### src/rtl/dmem_pkg.sv
// Shared types for the data-memory arbiter slice.
// Arbiter FSM states, read-return tags and master indices.
package dmem_pkg;

  typedef enum logic [1:0] {
    ARB,
    LOCK0,
    LOCK1
  } arb_state_e;

  typedef struct packed {
    logic valid;
    logic owner;
  } rd_tag_t;

  localparam logic M0 = 1'b0;
  localparam logic M1 = 1'b1;

endpackage

### src/rtl/dmem_rd_pipe.sv
// Fixed-latency read-return tracker.
// Carries {valid, owner} alongside the RAM read latency.
module dmem_rd_pipe
  import dmem_pkg::*;
#(
  parameter int RD_LAT = 1
) (
  input  logic    clk,
  input  logic    rst,
  input  rd_tag_t i_tag,
  output rd_tag_t o_tag
);

  rd_tag_t r_pipe [RD_LAT];

  always_ff @(posedge clk) begin
    if (rst) begin
      for (int i = 0; i < RD_LAT; i++)
        r_pipe[i] <= '0;
    end else begin
      r_pipe[0] <= i_tag;
      for (int i = 1; i < RD_LAT; i++)
        r_pipe[i] <= r_pipe[i-1];
    end
  end

  assign o_tag = r_pipe[RD_LAT-1];

endmodule

### src/rtl/dmem_arbiter.sv
// Two-master round-robin arbiter for the single-port data RAM.
// Supports locked multi-beat sequences and steers read returns.
module dmem_arbiter
  import dmem_pkg::*;
#(
  parameter int ADDR_W = 12,
  parameter int RD_LAT = 1
) (
  input  logic              clk,
  input  logic              rst,
  input  logic              m0_req,
  input  logic              m0_we,
  input  logic              m0_lock,
  input  logic [31:0]       m0_addr,
  input  logic [31:0]       m0_wdata,
  input  logic [3:0]        m0_wstrb,
  output logic              m0_gnt,
  output logic              m0_rvalid,
  output logic [31:0]       m0_rdata,
  input  logic              m1_req,
  input  logic              m1_we,
  input  logic              m1_lock,
  input  logic [31:0]       m1_addr,
  input  logic [31:0]       m1_wdata,
  input  logic [3:0]        m1_wstrb,
  output logic              m1_gnt,
  output logic              m1_rvalid,
  output logic [31:0]       m1_rdata,
  output logic              ram_en,
  output logic [3:0]        ram_we,
  output logic [ADDR_W-1:0] ram_addr,
  output logic [31:0]       ram_wdata,
  input  logic [31:0]       ram_rdata
);

  arb_state_e r_state;
  logic       r_rr_last;

  logic       w_gnt0;
  logic       w_gnt1;
  logic       w_any;
  logic       w_sel;
  logic       w_we;
  logic       w_lock;
  logic [3:0] w_wstrb;
  rd_tag_t    w_push;
  rd_tag_t    w_pop;

  always_comb begin
    w_gnt0 = 1'b0;
    w_gnt1 = 1'b0;
    unique case (r_state)
      ARB: begin
        if (m0_req && m1_req) begin
          w_gnt0 = (r_rr_last == M1);
          w_gnt1 = (r_rr_last == M0);
        end else begin
          w_gnt0 = m0_req;
          w_gnt1 = m1_req;
        end
      end
      LOCK0: w_gnt0 = m0_req;
      LOCK1: w_gnt1 = m1_req;
      default: ;
    endcase
    if (rst) begin
      w_gnt0 = 1'b0;
      w_gnt1 = 1'b0;
    end
  end

  assign w_any   = w_gnt0 | w_gnt1;
  assign w_sel   = w_gnt1;
  assign w_we    = w_sel ? m1_we    : m0_we;
  assign w_lock  = w_sel ? m1_lock  : m0_lock;
  assign w_wstrb = w_sel ? m1_wstrb : m0_wstrb;

  // Lock is dropped on an unlocked beat or a gap in the owner's req.
  always_ff @(posedge clk) begin
    if (rst) begin
      r_state   <= ARB;
      r_rr_last <= M1;
    end else begin
      if (w_any)
        r_rr_last <= w_sel;
      unique case (r_state)
        ARB: begin
          if (w_any && w_lock)
            r_state <= w_sel ? LOCK1 : LOCK0;
        end
        LOCK0: begin
          if (!m0_req || !m0_lock)
            r_state <= ARB;
        end
        LOCK1: begin
          if (!m1_req || !m1_lock)
            r_state <= ARB;
        end
        default: r_state <= ARB;
      endcase
    end
  end

  assign m0_gnt    = w_gnt0;
  assign m1_gnt    = w_gnt1;
  assign ram_en    = w_any;
  assign ram_we    = (w_any && w_we) ? w_wstrb : 4'b0000;
  assign ram_addr  = w_sel ? m1_addr[ADDR_W+1:2]
                           : m0_addr[ADDR_W+1:2];
  assign ram_wdata = w_sel ? m1_wdata : m0_wdata;

  assign w_push.valid = w_any & ~w_we;
  assign w_push.owner = w_sel;

  dmem_rd_pipe #(
    .RD_LAT (RD_LAT)
  ) u_rd_pipe (
    .clk   (clk),
    .rst   (rst),
    .i_tag (w_push),
    .o_tag (w_pop)
  );

  assign m0_rvalid = w_pop.valid & (w_pop.owner == M0);
  assign m1_rvalid = w_pop.valid & (w_pop.owner == M1);
  assign m0_rdata  = m0_rvalid ? ram_rdata : 32'h0;
  assign m1_rdata  = m1_rvalid ? ram_rdata : 32'h0;

  logic w_unused_addr;
  assign w_unused_addr = ^{m0_addr[31:ADDR_W+2], m0_addr[1:0],
                           m1_addr[31:ADDR_W+2], m1_addr[1:0]};

endmodule

### config.mk
export PLATFORM = sky130hd
export DESIGN_NAME = dmem_arbiter
export DESIGN_NICKNAME = d
export VERILOG_FILES = /design/src/rtl/dmem_pkg.sv /design/src/rtl/dmem_rd_pipe.sv /design/src/rtl/dmem_arbiter.sv
export SDC_FILE = /design/constraint.sdc
export NUM_CORES = 1
export LEC_CHECK = 0
export CAP_MARGIN = 20
export CORE_AREA = 2 2 114 116
export CTS_BUF_LIST = sky130_fd_sc_hd__clkbuf_16
export DETAILED_ROUTE_END_ITERATION = 7
export DIE_AREA = 0 0 116 118
export PLACE_DENSITY = 0.58
export SYNTH_ARGS = -nofsm -noshare
export SYNTH_HDL_FRONTEND = slang
export SYNTH_HIERARCHICAL = 1
export SYNTH_SLANG_ARGS = --single-unit
### constraint.sdc
create_clock -name clk -period 1.7 [get_ports clk]
set_input_delay 0.34 -clock clk [delete_from_list [all_inputs] [get_ports clk]]
set_output_delay 0.34 -clock clk [all_outputs]
set_load 0.005 [all_outputs]
## Word-level counts from Yosys, hierarchy flattened

Memories as Yosys holds them, arrays and structs flattened.
Cells that the tools add are included.

- Bitwise operators: 7
- Mux-type cells: 24
- Equality and inequality tests: 5
- Reduce and logical (&&, ||, !) cells: 12

Operators by type and width:

| cell | count |
|---|---|
| $mux W32 | 3 |
| $mux W12 | 1 |
| $mux W1 | 10 |
| $mux W2 | 5 |
| $mux W4 | 2 |
| $ne A2 B2 Y1 const B | 3 |
| $pmux W2 S3 | 1 |
| $logic_not A1 Y1 | 4 |
| $pmux W1 S2 | 2 |
| $and A1 B1 Y1 | 3 |
| $logic_and A1 B1 Y1 | 3 |
| $not A1 Y1 | 3 |
| $reduce_and A3 Y1 | 1 |
| $eq A2 B1 Y1 const B | 1 |
| $eq A2 B2 Y1 const B | 1 |
| $logic_not A2 Y1 | 1 |
| $logic_or A1 B1 Y1 | 2 |
| $reduce_or A2 Y1 | 1 |
| $or A1 B1 Y1 | 1 |

- Memories: 1
- Bits in writable memories: 2
- Logic and storage cells: 51
- Output and inout port bits: 117
- Register bits after elaboration: 3

Memory list:

| name | words | bits a word | rd ports | clocked after memory_dff | write ports | RTL line | RTL |
|---|---|---|---|---|---|---|---|
| u_rd_pipe.r_pipe | 1 | 2 | 1 | 0 | 1 | dmem_rd_pipe.sv:14 | `rd_tag_t r_pipe [RD_LAT];` |

## Depth between registers and ports, before layout

Gate-level depths: netlist of the first run.

- Depth after elaboration: 8
- Depth in mapped cells: 5
- Gate-level depth less buffers: 4

## Hierarchy

Netlist of the first run, hierarchy kept.

By module, submodules not included:

| module | seq. area each (sq um) | cells an instance | times used | area an instance (sq um) |
|---|---|---|---|---|
| dmem_arbiter | 60.1 | 156 | 1 | 1,397.6 |
| dmem_rd_pipe | 40.0 | 4 | 1 | 52.6 |

## Least setup slack after synthesis of the first run

Ideal clock, no wire load.

- Path type: input port to output port
- Start point: in m0_req
- End point: out ram_addr[10]
- Cell stages on the path: 5
- Slack: 0.017 ns
- Data arrival time: 1.343 ns
- Path buffers: 2
- Path through: nor2b_1 -> a211o_1 -> buf_6 -> buf_6 -> mux2_4

- Word-level cells in the longest chain between the ends: 5

Ends and longest elaborated chain:

| element | RTL line | RTL |
|---|---|---|
| start: declaration | dmem_arbiter.sv:11 | `input logic m0_req,` |
| $logic_and A1 B1 Y1 | dmem_arbiter.sv:54 | `if (m0_req && m1_req) begin` |
| $mux W1 | dmem_arbiter.sv:54 |  |
| $pmux W1 S2 | dmem_arbiter.sv:52 | `unique case (r_state)` |
| $mux W1 | dmem_arbiter.sv:66 | `if (rst) begin` |
| $mux W12 | dmem_arbiter.sv:108 | `assign ram_addr = w_sel ? m1_addr[ADDR_W+1:2]` |
| end: declaration | dmem_arbiter.sv:31 | `output logic [ADDR_W-1:0] ram_addr,` |

Every way passes these cells.

## Worst setup path after layout of the first run

- Start point: reg r_state[0]
- End point: out ram_wdata[6]

- Word-level cells in the longest chain between the ends: 4

Ends and longest elaborated chain:

| element | RTL line | RTL |
|---|---|---|
| start: declaration | dmem_arbiter.sv:36 | `arb_state_e r_state;` |
| start signal: assignment | dmem_arbiter.sv:89 | `r_state <= w_sel ? LOCK1 : LOCK0;` |
| $eq A2 B2 Y1 or $logic_not A2 Y1 (tied branches) | dmem_arbiter.sv:52 |  |
| $pmux W1 S2 (*) | dmem_arbiter.sv:52 |  |
| $mux W1 (*) | dmem_arbiter.sv:66 |  |
| $mux W32 (*) | dmem_arbiter.sv:110 | `assign ram_wdata = w_sel ? m1_wdata : m0_wdata;` |
| end: declaration | dmem_arbiter.sv:32 | `output logic [31:0] ram_wdata,` |

Mark *: on every way between the ends. The rest lies on a longest branch, timed or not.

==> flow_results.org, run 1 <==
** Outcome
- The run finished, with violations left.
- Failing checks :: negative setup slack

** Run
- The tool flagged a number of max-cap violations equal to 0.

** Floorplan
- The floorplan step set the die width to 116 um.
- Full die area :: 13,690 sq um
- The total area inside the core boundary comes to 12,410 sq um.
- Initial standard-cell utilization of the core :: 11.68%
- The floorplan has 41 rows.
- The die is 118 um tall.
- I/O pin cnt :: 293

** CTS
- H-tree depth :: 1
- The root buffer cell chosen for the clock tree is clkbuf_16.
- Clock sink count :: 5
- Total CTS buffers :: 3
- Clock transition at the register clock pins on the worst setup and hold paths after CTS :: 0.03 ns
- Clock tree from TritonCTS :: yes
- Clock latency on the worst-skew pair, taken at its later pin, is 0.22 ns.
- Post-CTS Hold Buffers :: 0
- Largest buffer count on any clock path :: 2

** STA
- Transition at the pin with the smallest max-transition slack :: 0.4548 ns
- Number of pins exceeding their max-slew limit in the final report :: 0
- Static timing analysis puts the maximum clock frequency at 466.9 MHz.
- Setup_tns :: -17.78 ns
- In this run the tightest slew margin relative to its limit is 69.62%.
- Portion of the clock cycle consumed by the worst path in the final layout :: 126.0%
- For the finished layout, the period the worst path requires is 2.142 ns.
- Once routing completed, OpenROAD measured the worst setup slack at -0.4416 ns.
- Setup repair after global routing could not meet its margin everywhere.
- The hold violation total from the final report is 0.
- Worst Clk Skew :: 0.001189 ns
- Setup violations, final :: 57

** Layout
- After filler insertion, the fill cell instance count of the layout stands at 1,249.
- The area growth from synthesis to layout is 248.8%.
- The top cell types in the final layout, fill and taps aside, are clkdlybuf4s50_1 (130), buf_6 (104), mux2_4 (40), clkbuf_2 (36), and3_1 (32).
- Share of cells above drive strength 1 :: 55.74%
- 0 antenna diodes ended up in the layout.
- Leaving out fill and tap cells, the most frequent cell in the layout is clkdlybuf4s50_1.
- At the end of the flow the core is filled with cells to 40.75%.
- Nets :: 656

** Route
- Antenna viol nets, final :: 0
- The detailed router placed 2,545 vias in this run.
- Before antenna repair, the detailed router went through 4 iterations.
- After detailed routing, the total wire length is 10,610 um.
- Vias per std cell :: 3.909
- Drt initial violations :: 35
- DRC violations left :: 0
- Dividing the detail-routed wire length by the instance count gives 16.30 um.

** Logic synthesis
- Counting flops and latches in the post-synthesis netlist gives 5.
- Post-Syn Instances :: 160
- During synthesis, Yosys emitted a total of 6 warnings.
- The mapped netlist covers 1450 sq um.
- Post-synthesis cell type count :: 18
- Number of nets produced by synthesis :: 336
- In this run the mean area of a mapped cell was 9.063 sq um.
- After synthesis, flip-flops and latches occupy 6.903% of the total area.

** GRT
- In the global route stage, overall resource usage came out at 14.21%.
- The total overflow left after global routing is 0.
- Antenna violations before repair :: 0
- Entering global routing, the biggest net connects 19 pins.
- Wire length of the first global-routing pass :: 14,840 um
- The number of global-route vias before repair was 2,655.

** Power and ir drop
- VDD sags by at most 0.3410 mV.
- Power density over cell area :: 322.9 nW/um^2
- Total power :: 1.633 mW
- Summed over all cells, the static leakage comes to 2.571 nW.

** Setup path
- Largest fanout on the critical path :: 6
- Data on the critical path arrives at its endpoint at 1.80 ns.
- For the worst flop-to-flop path, the logic depth is 8.
- STA classifies the critical path endpoint as an output port.
- The critical path is of the flop to output port type.
- Startpoint type of the worst setup path :: flop
- For the worst setup path, the data required time is 1.36 ns.

** Placement
- The count of buffers added on input and output ports is 252.
- Routability-driven placement finished with a final weighted congestion of 0.7825.
- OpenSTA, run right after detailed placement, puts the worst setup slack at -1.003 ns.
- The HPWL after detailed placement is 8220 um.

** Min path
- Hold path cells :: 2
- The min-delay analysis places its worst path in the category primary input to flop.
flip-flops by register name (all words and copies together), names as in the netlist:
signal / flops
r_state: 2
u_rd_pipe/r_pipe: 2
r_rr_last: 1
critical path: stages (launching register included):
cell,delay (ns)
dfxtp_2,0.31
nand2b_4,0.14
a211o_4,0.29
buf_12,0.16
buf_12,0.13
buf_6,0.12
mux2_4,0.30
buf_6,0.12
final cells by class:
class	instances	area (sq um)	area share (%)
Clock inverter	1	3.754	0.07420
Sequential cell	5	107.6	2.127
Inverter	2	11.26	0.2226
Timing Repair Buffer	330	3283	64.90
Multi-Input combinational cell	138	1363	26.94
Tap cell	172	215.2	4.254
Clock buffer	3	75.07	1.484
final timing paths:
kind / start / slack, ns / endpoint
worst min register to register: r_state[1] / 0.78 / r_rr_last
worst max register to register: r_state[0] / 0.11 / u_rd_pipe/r_pipe[0][1]
worst max-delay path: r_state[0] / -0.44 / ram_wdata[6]
worst min-delay path: m1_lock / 0.67 / r_state[1]
report_power, final:
part,switching [mW],leakage [nW],internal (mW)
combinational,0.328,2.49,0.801
clock,0.0704,0.0423,0.304
sequential,0.00618,0.0431,0.124
through the flow:
step	std cells	hold WS, ns	cell area [sq um]
2_1_floorplan	160	0.4116	1450
3_3_place_gp	587	0.6266	4245
3_5_place_dp	587	0.6344	4245
4_1_cts	648	0.5911	5041
5_1_grt	651	0.7046	5059
6_report	651	0.6731	5059
cells in the mapped netlist, drive strengths merged:
library cell   n  area, sq um
clkbuf        10        37.54
dfxtp          5        100.1
inv            2        7.510
buf            5        56.30
nor2b          5        31.28
or2            1        6.260
and3          32        200.2
nand2b         2        12.51
and2          35        219.0
nand2          4        15.01
mux2          44        645.6
a211o          1        8.760
a21oi          2        10.01
a31o           4        35.03
a211oi         1        7.510
a2111oi        6        52.55
o21ai          1        5.000
timing repair:
item,in CTS,in global routing
pin swaps,9,8
setup buffers,49,17
resized for setup,444,139
cloned,10,0
endpoints found under the setup margin,117,102
cell families (layout without fill, tap and decap cells):
logic type             Yosys count  after routing  share of synthesized area [%]
muxes                           44             44                          44.52
DFF                              5              5                          6.903
AOI/OAI and AO/OA               15             15                          8.196
buffers and inverters           17            336                          6.989
and+or+nand+nor                 79             79                          33.39
layer usage:
layer | vias to the layer above | global-route usage, % | share of wire (%)
met5 | - | 0 | 0
met4 | 0 | 2.679 | 1.8
met3 | 8 | 5.098 | 11
met2 | 152 | 30.01 | 57
met1 | 1161 | 12.22 | 30
li1 | 1224 | - | -
(Power assumes the default switching activity.)
==> run 2, diff against run 1 <==
==> constraint.sdc (replaced) <==
create_clock -name clk -period 1.7 [get_ports clk]
set_input_delay 0.34 -clock clk [delete_from_list [all_inputs] [get_ports clk]]
set_output_delay 0.34 -clock clk [all_outputs]
set_load 0.02 [all_outputs]
==> run 2 against run 1 <==
Net effect: the run still ends with negative setup slack left; power grew 0.49%; register-to-register slack gained 0.19 ns; die area is the same; fmax grew 2.4%; non-clock buffer count shrank 49; wire length shrank 18%; first-iteration DRC count grew 46%; sequential power is essentially flat; count of clock-buffer cells in the layout is the same; combinational power is essentially flat; critical endpoint is now ram_wdata[4]; largest cell class unchanged.
==> flow_results.org, run 2 (synthesized netlist as in run 1, its figures left out) <==
** STA
- Setup repair after global routing could not meet its margin everywhere.
- The highest attainable clock frequency was 478.0 MHz (+2.4%).
- The hold violation total from the final report came to 0 (unchanged).
- Transition at the pin with the smallest max-transition slack :: 0.3967 ns (-0.05815 ns)
- Min Clock Period, post-route :: 2.092 ns (-0.04960 ns)
- Number of pins exceeding their max-slew limit in the final report :: 0 (unchanged)
- Worst Clk Skew :: 0.0009160 ns (-0.0002735 ns)
- The final setup violation count was 53 (-7.0%).
- Portion of the clock cycle consumed by the worst path in the final layout :: 123.1% (-2.9 points)
- The slack of the critical path came to -0.3920 ns (+0.04960 ns).
- Worst slew margin :: 73.50% (+3.9 points)

** Layout
- The core utilization of the finished layout is 37.40% (-3.3 points).
- The library cells used most frequently in the layout, excluding fill and tap cells, are clkdlybuf4s50_1 (131), buf_6 (70), mux2_4 (40), and3_1 (32), dlygate4sd2_1 (24).
- Share of cells above drive strength 1 :: 49.07% (-6.7 points)
- # diodes :: 0 (unchanged)
- The number of fillers in the final layout came to 1,288 (+3.1%).
- The final net count is 607 (-7.5%).
- Compared with the post-synthesis result, the final layout area differs by 220.2%.
- The number of non-filler instances in the completed layout came to 602 (-7.5%).
- Most frequent standard cell in the layout excluding fill and tap cells :: clkdlybuf4s50_1
- Largest registers :: r_state x2, u_rd_pipe/r_pipe x2, r_rr_last x1
- The cell area after layout is 4643 sq um (-8.2%).

** Min path
- Hold path cells :: 4 (+2)
- In this run the worst hold path is classified as primary input to flop.
- The worst hold path begins at m0_req.

** Power and ir drop
- The leakage power came to 2.354 nW (-8.4%).
- The maximum vdd ir drop came to 0.4021 mV (+18%).
- Power density over cell area :: 353.5 nW/um^2 (+9.5%)

** Floorplan
- Full die area :: 13,690 sq um (unchanged)
- I/O pin cnt :: 293 (unchanged)
- Die Span Y :: 118 um (unchanged)
- The horizontal extent of the die came to 116 um (unchanged).
- Core area :: 12,410 sq um (unchanged)
- Number of cell rows :: 41 (unchanged)
- Initial standard-cell utilization of the core :: 11.68% (unchanged)

** CTS
- Total CTS buffers :: 3 (unchanged)
- The tree is rooted in a clkbuf_16.
- Post-CTS Hold Buffers :: 0 (unchanged)
- Largest buffer count on any clock path :: 2 (unchanged)
- H-tree depth :: 1 (unchanged)
- Clock tree from TritonCTS :: yes
- The clock-pin transition on the worst setup and hold timing paths was 0.03 ns (about the same).
- The insertion delay of the later-clocked pin in the worst-skew pair came to 0.23 ns (about the same).
- The CTS sink count was 5 (unchanged).

** Placement
- The total of buffers placed on input and output ports was 252 (unchanged).
- The total instance count after detailed placement is 583 (-0.68%).
- The cell area reported after detailed placement came to 4254 sq um (+0.21%).
- The half-perimeter wire length after placement came to 6870 um (-16%).
- Weighted congestion at the end of routability-driven global placement :: 0.7715 (-1.4%)

** Setup path
- The setup path with the least slack is of type flop to output port.
- Tracing the worst setup path back leads to its startpoint at r_state[0].
- Endpoint class of the critical path :: output port
- The critical path data arrival time is 1.75 ns (-0.05 ns).
- The number of cell instances on the worst register-to-register path came to 6 (-2).
- The endpoint required time on the critical path is 1.36 ns (about the same).
- Largest fanout on the critical path :: 6 (unchanged)
- Worst R2R Start :: r_state[0]
- STA classifies the critical path startpoint as a flop.

** GRT
- Total grt overflow :: 0 (unchanged)
- The total routing resource utilization after global routing is 10.82% (-3.4 points).
- The global-route wire length before repair came to 11,840 um (-20%).
- The initial antenna violation count came to 0 (unchanged).
- Via count of the first global-routing pass :: 2,284 (-14%)
- The largest net degree at the start of global routing was 34 (+15).

** Route
- WL per Instance :: 14.46 um (-11%)
- Antenna viol nets, final :: 0 (unchanged)
- Number of search-and-repair iterations in the first detailed-routing pass :: 4 (unchanged)
- The remaining design rule violation count was 0 (unchanged).
- Detailed-route via count :: 2,332 (-8.4%)
- Total wirelength of the detailed-routed design :: 8702 um (-18%)
- The detail-routed via count per cell came to 3.874 (-0.91%).
- The number of design-rule violations left by the first detailed-router iteration came to 51 (+46%).

** Run
- Reported max-cap violation count :: 0 (unchanged)

** Outcome
- Run status :: finished, violations left
- The final reports fail on negative setup slack.
-- run 2: worst max-delay path, stage by stage, from the launching register on --
cell,delay (ns)
dfxtp_2,0.31
nand2b_4,0.14
a211o_4,0.34
buf_6,0.16
buf_16,0.13
mux2_4,0.30
buf_6,0.13
-- run 2: routing by layer --
metal | share of wire, % | track usage [%]
met1 | 34 | 11.02
met4 | 1.1 | 2.009
met2 | 54 | 21.35
met5 | 0 | 0
met3 | 11 | 3.193
-- run 2: stage by stage --
step	total power [mW]	setup TNS [ns]	worst slack [ns]	hold WS (ns)
2_1_floorplan	0.5435	0	0.005287	0.4116
5_1_grt	1.731	-17.46	-0.4419	0.6723
3_5_place_dp	1.142	-64.17	-1.061	0.5322
6_report	1.641	-14.44	-0.3920	0.6309
3_3_place_gp	1.135	-63.23	-1.054	0.5308
4_1_cts	1.595	-18.15	-0.4503	0.5095
-- run 2: report_power, final --
part / switching, mW / leakage, nW / total [mW] / internal, mW
Combinational: 0.419 / 2.27 / 1.13 / 0.711
Clock: 0.0768 / 0.0423 / 0.381 / 0.305
Sequential: 0.00541 / 0.0428 / 0.130 / 0.125
Total: 0.501 / 2.35 / 1.64 / 1.14
-- run 2: layout make-up --
class / instances / area, sq um / share of cell area, %
well taps: 172 / 215.2 / 4.635
multi-input cells: 138 / 1394 / 30.02
inverters: 2 / 11.26 / 0.2425
repair buffers: 281 / 2839 / 61.14
clock buffers: 3 / 75.07 / 1.617
flip-flops and latches: 5 / 105.1 / 2.264
clock inverters: 1 / 3.754 / 0.08084
-- run 2: worst paths after layout --
kind                             to  slack [ns]
min reg2reg               r_rr_last        0.67
min                       r_rr_last        0.63
max reg2reg  u_rd_pipe/r_pipe[0][0]        0.30
max                    ram_wdata[4]       -0.39
-- run 2: what timing repair did --
| item | 4_1_cts | 5_1_grt |
|---|---|---|
| hold endpoints to repair | 0 | 0 |
| endpoints found under the setup margin | 117 | 113 |
| cloned | 3 | 4 |
| setup buffers | 4 | 6 |
| resized for setup | 434 | 151 |
| pin swaps | 2 | 5 |
